==> config.mk <==
export PLATFORM = sky130hd
export DESIGN_NAME = fmul_norm_round
export DESIGN_NICKNAME = d
export VERILOG_FILES = /design/src/rtl/fpu_pkg.sv /design/src/rtl/rne_round.sv /design/src/rtl/fmul_norm_round.sv
export SDC_FILE = /design/constraint.sdc
export NUM_CORES = 1
export LEC_CHECK = 0
export CAP_MARGIN = 15
export CELL_PAD_IN_SITES_DETAIL_PLACEMENT = 0
export CELL_PAD_IN_SITES_GLOBAL_PLACEMENT = 1
export CORE_MARGIN = 1.5
export CORE_UTILIZATION = 28
export DETAILED_ROUTE_END_ITERATION = 8
export PLACE_DENSITY = 0.72
export SYNTH_ARGS = -nofsm -noshare
export SYNTH_HDL_FRONTEND = slang
export SYNTH_SLANG_ARGS = --single-unit
==> constraint.sdc <==
create_clock -name CLK -period 4.75 [get_ports CLK]
set_input_delay 0.7125 -clock CLK [delete_from_list [all_inputs] [get_ports CLK]]
set_output_delay 0.7125 -clock CLK [all_outputs]
set_load 0.01 [all_outputs]
==> src/rtl/fpu_pkg.sv <==
// fpu_pkg: shared FPU format defaults, status-flag bit positions and exponent limits.
package fpu_pkg;
  localparam int EW_DEF = 8;
  localparam int FRAC_W_DEF = 16;
  localparam int FLAG_OVF = 0;
  localparam int FLAG_UNF = 1;
  localparam int FLAG_INEXACT = 2;
  localparam int EXP_MAX = (1 << EW_DEF) - 1;
  function automatic int exp_max(input int ew);
    return (1 << ew) - 1;
  endfunction
endpackage

==> src/rtl/rne_round.sv <==
// rne_round: round-to-nearest-even increment of a truncated fraction; shared by mul and add paths.
module rne_round #(
  parameter int FRAC_W = 16
) (
  input  logic [FRAC_W-1:0] mant_i,
  input  logic              guard_i,
  input  logic              sticky_i,
  output logic [FRAC_W-1:0] frac_o,
  output logic              carry_o,
  output logic              inexact_o
);
  logic inc;
  assign inc = guard_i & (sticky_i | mant_i[0]);
  assign {carry_o, frac_o} = {1'b0, mant_i} + {{FRAC_W{1'b0}}, inc};
  assign inexact_o = guard_i | sticky_i;
endmodule

==> src/rtl/fmul_norm_round.sv <==
// fmul_norm_round: normalize, RNE-round and classify a 25-bit significand product in a 2-stage valid/ready pipe.
module fmul_norm_round
  import fpu_pkg::*;
#(
  parameter int EW     = EW_DEF,
  parameter int FRAC_W = FRAC_W_DEF
) (
  input  logic                CLK,
  input  logic                RST_N,
  input  logic                IN_VALID,
  output logic                IN_READY,
  input  logic                IN_SIGN,
  input  logic signed [EW+1:0] IN_EXP,
  input  logic [24:0]         IN_PROD,
  output logic                OUT_VALID,
  input  logic                OUT_READY,
  output logic                OUT_SIGN,
  output logic [EW-1:0]       OUT_EXP,
  output logic [FRAC_W-1:0]   OUT_FRAC,
  output logic                OUT_OVF,
  output logic                OUT_UNF,
  output logic                OUT_INEXACT
);
  localparam int EXP_TOP = exp_max(EW);
  logic                 s1_valid_q, s1_sign_q, s1_zero_q, s1_sub_q, s1_guard_q, s1_sticky_q;
  logic signed [EW+1:0] s1_e_q, s1_e_d;
  logic [FRAC_W-1:0]    s1_mant_q, s1_mant_d;
  logic                 s1_guard_d, s1_sticky_d;
  logic [22:0]          norm;
  logic                 s2_valid_q, s2_sign_q, s2_ready;
  logic [EW-1:0]        s2_exp_q, s2_exp_d;
  logic [FRAC_W-1:0]    s2_frac_q, s2_frac_d, frac;
  logic [2:0]           s2_flags_q, s2_flags_d;
  logic                 carry, inexact, unf, ovf;
  logic signed [EW+1:0] e2;
  assign s2_ready = !s2_valid_q || OUT_READY;
  assign IN_READY = !s1_valid_q || s2_ready;
  // Hidden bit is dropped here; a product >= 2 shifts right and its lost LSB feeds sticky.
  assign norm        = IN_PROD[24] ? IN_PROD[23:1] : IN_PROD[22:0];
  assign s1_e_d      = IN_EXP + $signed({{(EW+1){1'b0}}, IN_PROD[24]});
  assign s1_mant_d   = norm[22 -: FRAC_W];
  assign s1_guard_d  = norm[22-FRAC_W];
  assign s1_sticky_d = (|norm[21-FRAC_W:0]) | (IN_PROD[24] & IN_PROD[0]);
  rne_round #(.FRAC_W(FRAC_W)) u_rnd (
    .mant_i   (s1_mant_q),
    .guard_i  (s1_guard_q),
    .sticky_i (s1_sticky_q),
    .frac_o   (frac),
    .carry_o  (carry),
    .inexact_o(inexact)
  );
  assign e2 = s1_e_q + $signed({{(EW+1){1'b0}}, carry});
  always_comb begin
    unf = !s1_zero_q && (s1_sub_q || e2 < 1);
    ovf = !s1_zero_q && !unf && e2 >= EXP_TOP;
    s2_exp_d  = (s1_zero_q || unf) ? '0 : ovf ? '1 : e2[EW-1:0];
    s2_frac_d = (s1_zero_q || unf || ovf) ? '0 : frac;
    s2_flags_d = '0;
    s2_flags_d[FLAG_OVF]     = ovf;
    s2_flags_d[FLAG_UNF]     = unf;
    s2_flags_d[FLAG_INEXACT] = !s1_zero_q && (unf || ovf || inexact);
  end
  always_ff @(posedge CLK or negedge RST_N) begin
    if (!RST_N) begin
      s1_valid_q  <= 1'b0;
      s1_sign_q   <= 1'b0;
      s1_zero_q   <= 1'b0;
      s1_sub_q    <= 1'b0;
      s1_guard_q  <= 1'b0;
      s1_sticky_q <= 1'b0;
      s1_e_q      <= '0;
      s1_mant_q   <= '0;
      s2_valid_q  <= 1'b0;
      s2_sign_q   <= 1'b0;
      s2_exp_q    <= '0;
      s2_frac_q   <= '0;
      s2_flags_q  <= '0;
    end else begin
      if (IN_READY) s1_valid_q <= IN_VALID;
      if (IN_VALID && IN_READY) begin
        s1_sign_q   <= IN_SIGN;
        s1_zero_q   <= IN_PROD == '0;
        s1_sub_q    <= IN_PROD[24:23] == 2'b00 && IN_PROD != '0;
        s1_guard_q  <= s1_guard_d;
        s1_sticky_q <= s1_sticky_d;
        s1_e_q      <= s1_e_d;
        s1_mant_q   <= s1_mant_d;
      end
      if (s2_ready) s2_valid_q <= s1_valid_q;
      if (s1_valid_q && s2_ready) begin
        s2_sign_q  <= s1_sign_q;
        s2_exp_q   <= s2_exp_d;
        s2_frac_q  <= s2_frac_d;
        s2_flags_q <= s2_flags_d;
      end
    end
  end
  assign OUT_VALID   = s2_valid_q;
  assign OUT_SIGN    = s2_sign_q;
  assign OUT_EXP     = s2_exp_q;
  assign OUT_FRAC    = s2_frac_q;
  assign OUT_OVF     = s2_flags_q[FLAG_OVF];
  assign OUT_UNF     = s2_flags_q[FLAG_UNF];
  assign OUT_INEXACT = s2_flags_q[FLAG_INEXACT];
endmodule
==> run_summary.xml, run 1 <==
<?xml version="1.0" encoding="UTF-8"?>
<metrics>
  <group name="placed_design">
    <metric name="place_hpwl" unit="um">6540</metric>
    <metric name="dpl.cell_count" unit="">579</metric>
    <metric name="globalplace.congestion" unit="">0.846</metric>
    <metric name="buffer_ports.inserted" unit="">69</metric>
  </group>
  <group name="final_layout">
    <metric name="nets" unit="">470</metric>
    <metric name="fillers" unit="">1274</metric>
    <metric name="layoutNonFillerInstCount" unit="">595</metric>
    <metric name="areaGrowthSynthToFinish" unit="%">32.6</metric>
    <metric name="post_layout_util" unit="%">38.3</metric>
    <metric name="drive_gt1_share" unit="%">8.43</metric>
    <metric name="diodes_inserted" unit="">0</metric>
  </group>
  <group name="setup_path">
    <metric name="reg2reg_setup_slack" unit="ns">0.95</metric>
    <metric name="reg2reg_from" unit="">s1_sticky_q$_DFFE_PN0P_</metric>
    <metric name="setup.worst_path.class" unit="">flop to flop</metric>
    <metric name="kind_of_capture_point_of_the_worst_setup_path" unit="">flop</metric>
    <metric name="worst-path-buf-inv" unit="">1</metric>
    <metric name="regToRegEndpoint" unit="">OUT_FRAC[15]$_DFFE_PN0P_</metric>
    <metric name="timing.critical_path.arrival" unit="ns">3.97</metric>
    <metric name="r2r_cells" unit="">14</metric>
    <metric name="timing.critical_path.slowest_stage_cell" unit="">sky130_fd_sc_hd__or3_4</metric>
    <metric name="max_stage_delay" unit="ns">0.41</metric>
    <metric name="cp.required" unit="ns">4.92</metric>
    <metric name="worstSetupStartpointType" unit="">flop</metric>
    <metric name="crit_chain" unit="">o21a_1 &gt; ha_1 &gt; ha_1 &gt; nand3_1 &gt; nor2b_1 &gt; and3_1 &gt; ha_1 &gt; ha_1 &gt; xor2_1 &gt; or3_1 &gt; or3_4 &gt; o41ai_4 &gt; buf_4 &gt; o41ai_1</metric>
    <metric name="worstPathMaxFanout" unit="">26</metric>
    <metric name="cp_common_cell" unit="">sky130_fd_sc_hd__ha_1</metric>
    <metric name="worst_path_dominant_cell_family" unit="">simple AND/OR/NAND/NOR gates</metric>
  </group>
  <group name="drt">
    <metric name="drt-vias-per-instance" unit="">4.86</metric>
    <metric name="drt-pass1-iter-count" unit="">5</metric>
    <metric name="drt_iter0_drc" unit="">133</metric>
    <metric name="drc" unit="">0</metric>
    <metric name="ant_nets" unit="">0</metric>
    <metric name="detail_route.wl_per_cell" unit="um">14.6</metric>
    <metric name="drt_wl_total" unit="um">8660</metric>
    <metric name="num_vias" unit="">2892</metric>
  </group>
  <group name="floorplan">
    <metric name="core_region_area" unit="um2">12100</metric>
    <metric name="design.portCount" unit="">70</metric>
    <metric name="rows" unit="">40</metric>
    <metric name="die_width" unit="um">115</metric>
    <metric name="floorplan.initialDensity" unit="%">28.9</metric>
    <metric name="die_h" unit="um">115</metric>
    <metric name="dieArea" unit="um2">13200</metric>
  </group>
  <group name="global_route">
    <metric name="gr-total-overflow" unit="">0</metric>
    <metric name="grt_pass1_wl" unit="um">14300</metric>
    <metric name="grt_pass1_vias" unit="">2842</metric>
    <metric name="grt_use_total" unit="%">14.0</metric>
    <metric name="antenna_violations_before_repair" unit="">0</metric>
    <metric name="grt_max_degree" unit="">62</metric>
  </group>
  <group name="worst_hold_path">
    <metric name="hold_end" unit="">OUT_EXP[0]$_DFFE_PN0P_</metric>
    <metric name="timing.hold.worst.class" unit="">flop to flop</metric>
    <metric name="holdPathStages" unit="">2</metric>
    <metric name="min_from" unit="">OUT_EXP[0]$_DFFE_PN0P_</metric>
  </group>
  <group name="pwr">
    <metric name="switching_power" unit="W">0.000509</metric>
    <metric name="share_seq_of_total_power" unit="%">38.6</metric>
    <metric name="p_leak" unit="nW">1.86</metric>
    <metric name="internal_power" unit="W">0.00129</metric>
    <metric name="switching_share" unit="%">28.4</metric>
    <metric name="peakVddDrop" unit="mV">0.156</metric>
    <metric name="share_comb_of_total_power" unit="%">22.9</metric>
    <metric name="power_density" unit="nW/um2">387</metric>
    <metric name="clockPowerShare" unit="%">38.5</metric>
  </group>
  <group name="timing">
    <metric name="setup_viol" unit="">0</metric>
    <metric name="worst_clock_skew" unit="ns">0.0114</metric>
    <metric name="setup_repair_after_global_routing_missed_its_margin" unit="">no</metric>
    <metric name="slew_violations" unit="">0</metric>
    <metric name="fmaxAchievable" unit="MHz">263</metric>
    <metric name="finalCritPeriodShare" unit="%">79.9</metric>
    <metric name="maxSlewHeadroom" unit="%">48.4</metric>
    <metric name="final_period_minus_worst_setup_slack" unit="ns">3.80</metric>
    <metric name="setup-tns-final" unit="ns">0</metric>
    <metric name="hold_viol_final" unit="">0</metric>
    <metric name="worst_slew_pin_slew" unit="ns">0.773</metric>
  </group>
  <group name="logic_synthesis">
    <metric name="synth.top_cells.by_area" unit="">sky130_fd_sc_hd__dfrtp_1, sky130_fd_sc_hd__nand2_1, sky130_fd_sc_hd__o41ai_1</metric>
    <metric name="post_synthesis_average_cell_area" unit="um2">9.69</metric>
    <metric name="synthCells" unit="">361</metric>
    <metric name="syn_nets" unit="">408</metric>
    <metric name="dominantRegCellSynth" unit="">sky130_fd_sc_hd__dfrtp_1</metric>
    <metric name="yosys.cell_types.count" unit="">48</metric>
    <metric name="yosysMostFrequentCell" unit="">sky130_fd_sc_hd__nand2_1</metric>
    <metric name="synth_edf_count" unit="">0</metric>
    <metric name="netlist_top_cells_count" unit="">sky130_fd_sc_hd__nand2_1, sky130_fd_sc_hd__dfrtp_1, sky130_fd_sc_hd__o21ai_0</metric>
    <metric name="cell_area_after_technology_mapping" unit="um2">3500</metric>
    <metric name="post_synthesis_sequential_element_count" unit="">61</metric>
    <metric name="yosysWarningCount" unit="">0</metric>
    <metric name="synth_top_area_cell" unit="">sky130_fd_sc_hd__dfrtp_1</metric>
    <metric name="synth_top_area_share" unit="%">43.6</metric>
    <metric name="yosysSeqAreaShare" unit="%">43.6</metric>
    <metric name="async_reset_ff_share" unit="%">100</metric>
  </group>
  <group name="clock_network">
    <metric name="cts_setup_buffers" unit="">0</metric>
    <metric name="worst_setup_hold_path_clk_slew" unit="ns">0.05</metric>
    <metric name="clock-sinks" unit="">61</metric>
    <metric name="clkLatencyLatePin" unit="ns">0.33</metric>
    <metric name="postCtsHoldBufs" unit="">0</metric>
    <metric name="clock_path_buffers" unit="">2</metric>
    <metric name="cts_resized" unit="">0</metric>
    <metric name="cts-buffers-inserted" unit="">9</metric>
    <metric name="htree_num_levels" unit="">3</metric>
    <metric name="tritoncts" unit="">done</metric>
    <metric name="root_buffer" unit="">sky130_fd_sc_hd__clkbuf_16</metric>
  </group>
  <group name="run_status">
    <metric name="outcome" unit="">completed</metric>
  </group>
  <group name="run">
    <metric name="drv.max_cap_violation_count" unit="">0</metric>
  </group>
</metrics>
## area by class of cell
class | count | area (um2) | area share, %
multi-input cells | 274 | 1830 | 39.4
clock inverters | 4 | 72.6 | 1.56
repair buffers | 75 | 751 | 16.2
well taps | 168 | 210 | 4.53
flip-flops and latches | 61 | 1530 | 32.9
clock buffers | 11 | 243 | 5.23
inverters | 2 | 7.51 | 0.162
## state kept, by name (all words and copies together), names as in the netlist
| register | count |
|---|---|
| s1_guard_q | 1 |
| s1_valid_q | 1 |
| OUT_EXP | 8 |
| s2_flags_q | 3 |
| s1_sticky_q | 1 |
| s1_mant_q | 16 |
| s1_e_q | 10 |
| OUT_FRAC | 16 |
| s1_sub_q | 1 |
| OUT_VALID | 1 |
| OUT_SIGN | 1 |
| s1_sign_q | 1 |
| s1_zero_q | 1 |
## how the worst max path moves through the flow
stage	start	to	cells past startpoint
after detailed placement	s1_sticky_q$_DFFE_PN0P_	OUT_FRAC[12]$_DFFE_PN0P_	14
after global placement	s1_sticky_q$_DFFE_PN0P_	OUT_FRAC[7]$_DFFE_PN0P_	14
after CTS	s1_sticky_q$_DFFE_PN0P_	OUT_FRAC[12]$_DFFE_PN0P_	14
final	s1_sticky_q$_DFFE_PN0P_	OUT_FRAC[15]$_DFFE_PN0P_	14
after floorplan	s1_sticky_q$_DFFE_PN0P_	OUT_EXP[0]$_DFFE_PN0P_	15
after global routing	s1_sticky_q$_DFFE_PN0P_	OUT_FRAC[8]$_DFFE_PN0P_	13
## metal layers
metal	track usage [%]	vias up	wire, um
li1	-	1447	-
met1	20.6	1350	4490
met2	19.7	87	3590
met3	2.90	8	458
met4	5.93	0	123
met5	0	-	0
## cell usage in the layout, fill, tap and decap left out, types with 2 or more instances in the layout
cell type / instances
sky130_fd_sc_hd__nand4_1: 5
sky130_fd_sc_hd__buf_4: 5
sky130_fd_sc_hd__inv_1: 2
sky130_fd_sc_hd__and3_1: 6
sky130_fd_sc_hd__o31ai_1: 2
sky130_fd_sc_hd__ha_1: 7
sky130_fd_sc_hd__bufinv_16: 2
sky130_fd_sc_hd__clkdlybuf4s50_1: 68
sky130_fd_sc_hd__mux2i_1: 17
sky130_fd_sc_hd__nand3_1: 17
sky130_fd_sc_hd__a21oi_1: 4
sky130_fd_sc_hd__nor2b_1: 4
sky130_fd_sc_hd__nand2b_1: 3
sky130_fd_sc_hd__nor2_1: 17
sky130_fd_sc_hd__nand4b_1: 2
sky130_fd_sc_hd__mux2_2: 5
sky130_fd_sc_hd__o41ai_1: 22
sky130_fd_sc_hd__and4_1: 3
sky130_fd_sc_hd__xor2_1: 14
sky130_fd_sc_hd__nor4_1: 6
sky130_fd_sc_hd__o31a_1: 2
sky130_fd_sc_hd__a211oi_1: 2
sky130_fd_sc_hd__a31oi_1: 3
sky130_fd_sc_hd__or3_1: 3
sky130_fd_sc_hd__dfrtp_1: 61
sky130_fd_sc_hd__clkbuf_16: 9
sky130_fd_sc_hd__o41ai_2: 2
sky130_fd_sc_hd__nor3_1: 4
sky130_fd_sc_hd__o21ai_0: 29
sky130_fd_sc_hd__xnor2_1: 14
sky130_fd_sc_hd__nand2_1: 65
## power by group through the flow
| stage | clock, W | combinational, W | sequential (W) |
|---|---|---|---|
| after CTS | 0.000703 | 0.000412 | 0.000693 |
| final | 0.000691 | 0.000411 | 0.000692 |
| after global placement | 0 | 0.000403 | 0.000699 |
| after floorplan | 0 | 0.000222 | 0.000688 |
| after detailed placement | 0 | 0.000410 | 0.000702 |
| after global routing | 0.000727 | 0.000456 | 0.000707 |
## per-stage QoR
stage                     hold WS [ns]  area, um2  setup slack [ns]  power (W)
after floorplan                  0.417       3500              1.18   0.000909
after global placement           0.466       4300              1.06    0.00110
after detailed placement         0.463       4300             0.903    0.00111
after CTS                        0.477       4610             0.916    0.00181
after global routing             0.511       4640             0.568    0.00189
final                            0.472       4640             0.953    0.00179
## worst reg2reg max path, cell delays in order, from the launching register on
cell and delay, ns:
sky130_fd_sc_hd__dfrtp_1 0.36, sky130_fd_sc_hd__o21a_1 0.13, sky130_fd_sc_hd__ha_1 0.19, sky130_fd_sc_hd__ha_1 0.25
sky130_fd_sc_hd__nand3_1 0.15, sky130_fd_sc_hd__nor2b_1 0.19, sky130_fd_sc_hd__and3_1 0.19, sky130_fd_sc_hd__ha_1 0.27
sky130_fd_sc_hd__ha_1 0.38, sky130_fd_sc_hd__xor2_1 0.13, sky130_fd_sc_hd__or3_1 0.31, sky130_fd_sc_hd__or3_4 0.41
sky130_fd_sc_hd__o41ai_4 0.20, sky130_fd_sc_hd__buf_4 0.33, sky130_fd_sc_hd__o41ai_1 0.15
## kinds of logic (layout without fill, tap and decap cells)
logic type      count (synthesis)  after routing  share of synthesized area, %
simple gates                  142            142                          20.0
compound gates                 74             74                          15.9
flops                          61             61                          43.6
xor+xnor                       29             29                          7.47
buf+inv                        26             92                          4.08
mux                            22             22                          6.47
fa+ha+maj                       7              7                          2.50
No activity file was read; power rests on OpenSTA's default activity.
==> inputs of run 2 (changes only) <==
Clock period 4.75 ns to 3.5 ns, I/O delays scaled along.
==> run 2 against run 1 <==
Register-to-register slack worse by 0.86 ns. Clock power up 35%. Sequential power rose by 36%. Wire length rose by 6.6%. Hold slack got worse by 0.14 ns. Die area unchanged. Total power grew 41%. Highest routed layer unchanged.
==> run_summary.xml, run 2 (synthesis results as in run 1) <==
<?xml version="1.0" encoding="UTF-8"?>
<metrics>
  <group name="run_status">
    <metric name="outcome" unit="">completed</metric>
  </group>
  <group name="final_layout">
    <metric name="layout.cells.most_common" unit="">sky130_fd_sc_hd__clkdlybuf4s50_1</metric>
    <metric name="layout.cells.most_common_list" unit="">sky130_fd_sc_hd__clkdlybuf4s50_1, sky130_fd_sc_hd__nand2_1, sky130_fd_sc_hd__dfrtp_1</metric>
    <metric name="diodes_inserted" unit="">0</metric>
    <metric name="nets" unit="">484</metric>
    <metric name="multi_input_gate_area" unit="um2">1970</metric>
    <metric name="drive_gt1_share" unit="%">15.0</metric>
    <metric name="fillers" unit="">1234</metric>
    <metric name="areaGrowthSynthToFinish" unit="%">40.4</metric>
    <metric name="seq_area" unit="um2">1530</metric>
  </group>
  <group name="floorplan">
    <metric name="die_h" unit="um">115</metric>
    <metric name="core_region_area" unit="um2">12100</metric>
    <metric name="die_width" unit="um">115</metric>
    <metric name="dieArea" unit="um2">13200</metric>
    <metric name="design.portCount" unit="">70</metric>
    <metric name="rows" unit="">40</metric>
    <metric name="floorplan.initialDensity" unit="%">28.9</metric>
  </group>
  <group name="timing">
    <metric name="slew_violations" unit="">0</metric>
    <metric name="fin_hold_ws" unit="ns">0.332</metric>
    <metric name="maxSlewHeadroom" unit="%">38.8</metric>
    <metric name="hold_viol_final" unit="">0</metric>
    <metric name="setup_viol" unit="">0</metric>
    <metric name="fmaxAchievable" unit="MHz">293</metric>
    <metric name="finalCritPeriodShare" unit="%">97.5</metric>
    <metric name="worst_slew_pin_slew" unit="ns">0.919</metric>
    <metric name="final_period_minus_worst_setup_slack" unit="ns">3.41</metric>
    <metric name="worst_clock_skew" unit="ns">0.00528</metric>
  </group>
  <group name="global_route">
    <metric name="grt_pass1_vias" unit="">2830</metric>
    <metric name="grt_pass1_wl" unit="um">14600</metric>
    <metric name="grt_max_degree" unit="">59</metric>
    <metric name="grt_use_total" unit="%">14.2</metric>
    <metric name="antenna_violations_before_repair" unit="">0</metric>
    <metric name="gr-total-overflow" unit="">0</metric>
  </group>
  <group name="clock_network">
    <metric name="postCtsHoldBufs" unit="">0</metric>
    <metric name="worst_setup_hold_path_clk_slew" unit="ns">0.05</metric>
    <metric name="clock_path_buffers" unit="">2</metric>
    <metric name="root_buffer" unit="">sky130_fd_sc_hd__clkbuf_16</metric>
    <metric name="tritoncts" unit="">done</metric>
    <metric name="htree_num_levels" unit="">3</metric>
    <metric name="clock-sinks" unit="">61</metric>
    <metric name="cts-buffers-inserted" unit="">9</metric>
    <metric name="clkLatencyLatePin" unit="ns">0.33</metric>
  </group>
  <group name="pwr">
    <metric name="p_leak" unit="nW">1.97</metric>
    <metric name="share_comb_of_total_power" unit="%">25.6</metric>
    <metric name="internal_power" unit="W">0.00180</metric>
    <metric name="share_seq_of_total_power" unit="%">37.2</metric>
    <metric name="clockPowerShare" unit="%">37.1</metric>
    <metric name="peakVddDrop" unit="mV">0.242</metric>
    <metric name="power_density" unit="nW/um2">513</metric>
    <metric name="fin_total_pwr" unit="W">0.00252</metric>
    <metric name="switching_share" unit="%">28.8</metric>
    <metric name="switching_power" unit="W">0.000727</metric>
  </group>
  <group name="placed_design">
    <metric name="place_hpwl" unit="um">6700</metric>
    <metric name="globalplace.congestion" unit="">0.830</metric>
    <metric name="buffer_ports.inserted" unit="">69</metric>
  </group>
  <group name="setup_path">
    <metric name="r2r_cells" unit="">15</metric>
    <metric name="crit_chain" unit="">o21a_1 &gt; ha_4 &gt; ha_4 &gt; nand3_4 &gt; nor2b_2 &gt; and3_4 &gt; ha_4 &gt; ha_4 &gt; xor2_1 &gt; or3_1 &gt; or3_4 &gt; o41ai_4 &gt; buf_4 &gt; buf_12 &gt; o41ai_1</metric>
    <metric name="worstSetupStartpointType" unit="">flop</metric>
    <metric name="worst_path_dominant_cell_family" unit="">simple AND/OR/NAND/NOR gates</metric>
    <metric name="worstPathMaxFanout" unit="">13</metric>
    <metric name="regToRegEndpoint" unit="">OUT_FRAC[6]$_DFFE_PN0P_</metric>
    <metric name="reg2reg_setup_slack" unit="ns">0.09</metric>
    <metric name="kind_of_capture_point_of_the_worst_setup_path" unit="">flop</metric>
    <metric name="timing.critical_path.arrival" unit="ns">3.59</metric>
    <metric name="cp_common_cell" unit="">sky130_fd_sc_hd__ha_4</metric>
    <metric name="setup.worst_path.class" unit="">flop to flop</metric>
    <metric name="worst-path-buf-inv" unit="">2</metric>
    <metric name="timing.critical_path.slowest_stage_cell" unit="">sky130_fd_sc_hd__dfrtp_1</metric>
    <metric name="max_stage_delay" unit="ns">0.39</metric>
    <metric name="cp.required" unit="ns">3.68</metric>
    <metric name="reg2reg_from" unit="">s1_mant_q[0]$_DFFE_PN0P_</metric>
  </group>
  <group name="drt">
    <metric name="num_vias" unit="">2963</metric>
    <metric name="drt-pass1-iter-count" unit="">4</metric>
    <metric name="drt_wl_total" unit="um">9230</metric>
    <metric name="detail_route.wl_per_cell" unit="um">15.2</metric>
    <metric name="drc" unit="">0</metric>
    <metric name="ant_nets" unit="">0</metric>
    <metric name="drt_iter0_drc" unit="">173</metric>
    <metric name="drt-vias-per-instance" unit="">4.87</metric>
  </group>
  <group name="run">
    <metric name="drv.max_cap_violation_count" unit="">0</metric>
  </group>
  <group name="worst_hold_path">
    <metric name="timing.hold.worst.class" unit="">primary input to async pin</metric>
  </group>
</metrics>
run 2: worst max-delay path by stage:
stage,cells past startpoint,slack [ns],start,end
finish,15,0.09,s1_mant_q[0]$_DFFE_PN0P_,OUT_FRAC[6]$_DFFE_PN0P_
global route,15,-0.03,s1_guard_q$_DFFE_PN0P_,OUT_EXP[7]$_DFFE_PN0P_
CTS,13,0.005,s1_guard_q$_DFFE_PN0P_,OUT_EXP[0]$_DFFE_PN0P_
detailed placement,14,-0.08,s1_guard_q$_DFFE_PN0P_,OUT_EXP[6]$_DFFE_PN0P_
global placement,14,0.05,s1_mant_q[0]$_DFFE_PN0P_,OUT_FRAC[7]$_DFFE_PN0P_
floorplan,15,0.03,s1_sticky_q$_DFFE_PN0P_,OUT_EXP[0]$_DFFE_PN0P_
run 2: per-stage QoR:
stage          cell area [um2]  setup WS, ns  cells  setup TNS [ns]  utilization [%]
6_report                  4910        0.0891    609               0             40.6
5_1_grt                   4910       -0.0259    609          -0.197             40.6
4_1_cts                   4770       0.00478    602               0             39.4
3_5_place_dp              4410       -0.0754    586           -1.47             36.4
3_3_place_gp              4410        0.0548    586               0             36.4
2_1_floorplan             3520        0.0336    361               0                -
run 2: what timing repair did:
action / CTS / global route
gates resized for setup: 4 / 15
setup buffers: 0 / 6
hold endpoints to repair: 0 / 0
gates cloned: 1 / 1
pin swaps: 1 / 4
setup endpoints to repair: 26 / 26
run 2: metal layers:
| metal | wire length [um] | vias to the layer above | global-route usage, % |
|---|---|---|---|
| li1 | - | 1481 | - |
| met1 | 4680 | 1407 | 20.6 |
| met2 | 3980 | 66 | 20.8 |
| met3 | 420 | 9 | 3.06 |
| met4 | 152 | 0 | 5.43 |
| met5 | 0 | - | 0 |
run 2: power groups by stage:
| stage | sequential (W) | clock [W] | combinational [W] |
|---|---|---|---|
| 2_1_floorplan | 0.000935 | 0 | 0.000304 |
| 3_3_place_gp | 0.000941 | 0 | 0.000590 |
| 6_report | 0.000939 | 0.000936 | 0.000647 |
| 4_1_cts | 0.000936 | 0.000951 | 0.000622 |
| 5_1_grt | 0.000957 | 0.000976 | 0.000707 |
| 3_5_place_dp | 0.000945 | 0 | 0.000600 |
run 2: area by class of cell:
type                            count  share of cell area [%]
Clock buffer                       10                    4.86
Clock inverter                      5                    1.53
Inverter                            2                   0.153
Multi-Input combinational cell    275                    40.1
Sequential cell                    61                    31.1
Tap cell                          168                    4.28
Timing Repair Buffer               88                    18.0
